## config.mk

```make
export PLATFORM = sky130hd
export DESIGN_NAME = cmp_minmax_tracker
export DESIGN_NICKNAME = d
export VERILOG_FILES = /design/src/rtl/cmp_minmax_tracker.sv
export SDC_FILE = /design/constraint.sdc
export NUM_CORES = 1
export LEC_CHECK = 0
export CAP_MARGIN = 20
export CORE_MARGIN = 2
export CORE_UTILIZATION = 40
export CTS_CLUSTER_DIAMETER = 120
export DETAILED_ROUTE_END_ITERATION = 7
export PLACE_DENSITY = 0.74
export SKIP_LAST_GASP = 1
export SYNTH_ARGS = -nofsm -noshare
export SYNTH_HDL_FRONTEND = slang
export SYNTH_SLANG_ARGS = --single-unit
```

## constraint.sdc

```tcl
create_clock -name clk -period 2.8 [get_ports clk]
set_clock_uncertainty 0.05 [all_clocks]
set_input_delay 0.42 -clock clk [delete_from_list [all_inputs] [get_ports clk]]
set_output_delay 0.42 -clock clk [all_outputs]
set_load 0.02 [all_outputs]
```

## src/rtl/cmp_minmax_tracker.sv

```systemverilog
// Streaming min/max tracker: accepts a frame of 4-bit samples over valid/ready and reports
// the frame maximum/minimum, their first-occurrence indices, a saturating sample count and done.

module cmp_minmax_cmp4 (
  input  logic [3:0] a,
  input  logic [3:0] b,
  output logic       greator
);
  assign greator = (a > b);
endmodule

module cmp_minmax_tracker #(
  parameter int CNT_W = 4
) (
  input  logic             clk,
  input  logic             rst_n,
  input  logic             start,
  input  logic             in_valid,
  output logic             in_ready,
  input  logic [3:0]       in_data,
  input  logic             in_last,
  output logic [3:0]       max_val,
  output logic [3:0]       min_val,
  output logic [CNT_W-1:0] max_idx,
  output logic [CNT_W-1:0] min_idx,
  output logic [CNT_W-1:0] count,
  output logic             cnt_ovf,
  output logic             done
);

  localparam logic [CNT_W-1:0] CNT_MAX = '1;

  typedef enum logic [1:0] {IDLE, FIRST, RUN, DONE} state_t;

  state_t           state_reg, state_next;
  logic [3:0]       max_reg, max_next;
  logic [3:0]       min_reg, min_next;
  logic [CNT_W-1:0] max_idx_reg, max_idx_next;
  logic [CNT_W-1:0] min_idx_reg, min_idx_next;
  logic [CNT_W-1:0] cnt_reg, cnt_next;
  logic             ovf_reg, ovf_next;
  logic             accept;

  // Instance 0 flags a new maximum (in_data > max); instance 1 a new minimum (min > in_data).
  // Ties raise neither flag, so the earliest index of an equal value is kept.
  logic [3:0] cmp_a [2];
  logic [3:0] cmp_b [2];
  logic [1:0] upd;

  assign cmp_a[0] = in_data;
  assign cmp_b[0] = max_reg;
  assign cmp_a[1] = min_reg;
  assign cmp_b[1] = in_data;

  generate
    for (genvar gi = 0; gi < 2; gi++) begin : g_cmp
      cmp_minmax_cmp4 u_cmp (
        .a       (cmp_a[gi]),
        .b       (cmp_b[gi]),
        .greator (upd[gi])
      );
    end
  endgenerate

  assign in_ready = ((state_reg == FIRST) || (state_reg == RUN)) && !start;
  assign accept   = in_valid && in_ready;

  always_ff @(posedge clk or negedge rst_n) begin
    if (!rst_n) begin
      state_reg   <= IDLE;
      max_reg     <= '0;
      min_reg     <= '0;
      max_idx_reg <= '0;
      min_idx_reg <= '0;
      cnt_reg     <= '0;
      ovf_reg     <= 1'b0;
    end else begin
      state_reg   <= state_next;
      max_reg     <= max_next;
      min_reg     <= min_next;
      max_idx_reg <= max_idx_next;
      min_idx_reg <= min_idx_next;
      cnt_reg     <= cnt_next;
      ovf_reg     <= ovf_next;
    end
  end

  always_comb begin
    state_next   = state_reg;
    max_next     = max_reg;
    min_next     = min_reg;
    max_idx_next = max_idx_reg;
    min_idx_next = min_idx_reg;
    cnt_next     = cnt_reg;
    ovf_next     = ovf_reg;

    if (start) begin
      // Restart from any state; in_ready is low, so no sample is taken this cycle.
      state_next   = FIRST;
      max_idx_next = '0;
      min_idx_next = '0;
      cnt_next     = '0;
      ovf_next     = 1'b0;
    end else if (accept) begin
      if (state_reg == FIRST) begin
        max_next     = in_data;
        min_next     = in_data;
        max_idx_next = '0;
        min_idx_next = '0;
        cnt_next     = CNT_W'(1);
      end else begin
        // cnt_reg is this sample's index, already saturated once the counter is full.
        if (upd[0]) begin
          max_next     = in_data;
          max_idx_next = cnt_reg;
        end
        if (upd[1]) begin
          min_next     = in_data;
          min_idx_next = cnt_reg;
        end
        if (cnt_reg == CNT_MAX) begin
          ovf_next = 1'b1;
        end else begin
          cnt_next = cnt_reg + CNT_W'(1);
        end
      end
      state_next = in_last ? DONE : RUN;
    end
  end

  assign max_val = max_reg;
  assign min_val = min_reg;
  assign max_idx = max_idx_reg;
  assign min_idx = min_idx_reg;
  assign count   = cnt_reg;
  assign cnt_ovf = ovf_reg;
  assign done    = (state_reg == DONE);

endmodule

```

==> summary.md <==
| Metric | Value |
|---|---|
| #FFs+latches synth | `23` |
| Routed wl met3 | `154 um` |
| Static Leak | `0.753 nW` |
| Initial DRC Count | `32` |
| Met2 wire len | `1.32 mm` |
| Nets | `169` |
| Crit path max-delay family | `buffers and inverters` |
| Final Cycle Share | `around four fifths` |
| CP arrival | `approximately 1800 ps` |
| Gr usage total | `17.6%` |
| Largest family of logic cells by synthesized area | `compound AO/OA/AOI/OAI gates` |
| Die Height | `between 60 and 70 um` |
| Mapped Area | `0.00125 sq mm` |
| Vias in the first global route | `976` |
| CTS tree | `built` |
| Root Buffer | `clkbuf_4` |
| Syn Area/Cell | `around 11 sq um` |
| Setup crit start kind | `flop` |
| Buffer depth of the longest clock path | `2` |
| First-pass GRT wire length | `4.59 mm` |
| RSZ-0062 raised after global routing | `no` |
| Grt total ovfl | `0` |
| Routed WL per cell | `14.3 um` |
| Layout area overhead | `31.3%` |
| Setup bufs post-CTS | `0` |
| H-tree depth | `1` |
| Syn. warnings | `0` |
| Reg clk slew, reported paths | `130 ps` |
| Register area share after synthesis | `between 40% and 50%` |
| Fmax | `446 MHz` |
| Synth Net Count | `roughly 130` |
| Max_cap viols | `0` |
| Critical Path RT | `2330 ps` |
| TNS Setup | `0 ps` |
| Post-synthesis adder-cell area fraction | `11.0%` |
| Final hold vios | `0` |
| Slew HR | `roughly 76%` |
| Area share of and/or/nand/nor cells after synthesis | `14.5%` |
| Unique masters post-synth | `33` |
| Clk_lat worst skew | `~320 ps` |
| CP endpoint kind | `output port` |
| Placed cell count | `188` |
| Run status | `finished, final reports clean` |
| Area contributors post-synth | `dfrtp_1 46%, ha_1 11%, a22o_1 5.6%, inv_1 3.9%, nand2_1 3.3%` |
| Pre-antenna DRT Iters | `4` |
| Total number of vias | `984` |
| Top layer in use | `met4` |
| Die ar. | `around 0.0036 sq mm` |
| Final core occ | `54.4%` |
| Layout Cells excl Fill | `192` |
| Routed vias/inst | `5.13` |
| Cell count after synthesis | `113` |
| IO Pins | `32` |
| XOR/XNOR share of the synthesized area | `0%` |
| Largest net degree at the start of global routing | `24` |
| Detailed Place HPWL | `2.12 mm` |
| Post-cts sizing count | `0` |
| Tightest Pin Transition | `356 ps` |
| Final antenna-violating net count | `0` |
| WL final | `2.75 mm` |
| Most frequent cells in the layout | `31 x clkdlybuf4s50_1, 23 x dfrtp_1, 13 x inv_1, 11 x nand2_1, 11 x ha_1` |
| Power Density | `about 710 mW/mm^2` |
| Initial antenna violation count | `0` |
| CP max-delay cell | `clkdlybuf4s50_1` |
| Metal1 wirelength | `around 1.2 mm` |
| Sink Count | `23` |
| Share of layout cells above drive strength 1 | `12.8%` |
| Sequential cell area | `between 500 and 600 sq um` |
| CP max stage delay | `600 ps` |
| Die Wd | `60.0 um` |
| Cts bufs inserted | `3` |
| Mux cell area share after synthesis | `7.08%` |
| Fin crit period | `2240 ps` |
| Placement Rows | `20` |
| GPL Wtd Cong | `0.843` |
| Final setup vio count | `0` |
| Drt drc | `0` |
| # fillers | `about 300` |
| Power Total | `0.00118 W` |
| Commonest non-fill, non-tap cell in the layout | `clkdlybuf4s50_1` |
| Post-synthesis compound-gate area fraction | `16.6%` |
| Worst-path cell chain | `ha_1, nor2_1, clkdlybuf4s50_1` |
| Hold_buf cts | `0` |
| Type of the worst setup path | `reg2out` |
| Area of the multi-input gates | `616 sq um` |
| Crit path buf inv count | `1` |
| Worst Hold Class | `in2async` |
| Peak VDD IR | `about 0.46 mV` |
| Buffers added on ports | `31` |
| Starting Density | `around two fifths` |
| Number of diodes | `0` |
| Post-synth top area share | `between 40% and 50%` |
| CP max FO | `3` |
| Max-slew violations | `0` |
| Yosys top cell by area | `dfrtp_1` |
| Core area | `between 0.003 and 0.004 sq mm` |
stage by stage:
stage	instance area [sq um]	hold WS [ps]	setup slack, ps
after floorplan	1250	74.4	958
after global placement	1620	432	415
after detailed placement	1620	440	374
after CTS	1650	382	533
after global routing	1650	399	467
final	1650	375	559
path summary, 6_finish.rpt:
check | from | end | cells past startpoint | slack, ps
max | state_reg[0] | in_ready | 3 | 560
min | rst_n | min_val[0] | 2 | 370
max reg2reg | state_reg[0] | max_val[0] | 6 | 880
min reg2reg | max_idx[2] | max_idx[2] | 1 | 470
max in group asynchronous | rst_n | min_val[1] | 2 | 2100
min in group clk | max_idx[2] | max_idx[2] | 1 | 470
where the power goes:
part           internal (W)  switching (W)
Combinational      0.000259       0.000305
Sequential         0.000399      0.0000516
Clock             0.0000536       0.000109
Total              0.000712       0.000466
cell usage after synthesis:
cell type / count
nand4_1: 1
a31oi_4: 1
nor2_1: 3
clkbuf_1: 1
and3_4: 1
nand2b_4: 1
o21ai_2: 1
a31oi_1: 1
nor3_2: 1
dfrtp_1: 23
or3_4: 1
a211oi_1: 2
nand2_1: 11
a21oi_1: 7
and3_1: 1
nand3_2: 1
or2_4: 1
nand2_2: 1
nor2_4: 2
o21ai_0: 4
inv_1: 13
and4bb_1: 1
a22o_1: 8
ha_1: 11
o21bai_1: 1
mux2i_1: 4
buf_6: 1
o22ai_1: 1
mux2_1: 3
o21ai_1: 1
nor3_1: 2
a211oi_2: 1
mux2_4: 1
routing by layer:
metal | up-vias | track usage [%]
met5 | - | 0
met4 | 0 | 6.67
met3 | 7 | 4.76
met2 | 36 | 28.9
met1 | 469 | 21.8
li1 | 472 | -
area by class of cell:
| type | count | area share (%) |
|---|---|---|
| inverters | 13 | 2.96 |
| clock inverters | 1 | 0.304 |
| flip-flops and latches | 23 | 34.9 |
| clock buffers | 3 | 1.37 |
| multi-input cells | 75 | 37.4 |
| well taps | 44 | 3.34 |
| repair buffers | 33 | 19.7 |
kinds of logic (layout without fill, tap and decap cells):
| family | count (synthesis) | in the layout |
|---|---|---|
| AO/OA/AOI/OAI | 28 | 28 |
| AND/OR/NAND/NOR | 28 | 28 |
| flip-flops | 23 | 23 |
| buffers and inverters | 15 | 50 |
| adder cells (fa/ha/maj) | 11 | 11 |
| multiplexers | 8 | 8 |
No activity file was read; power rests on OpenSTA's default activity.
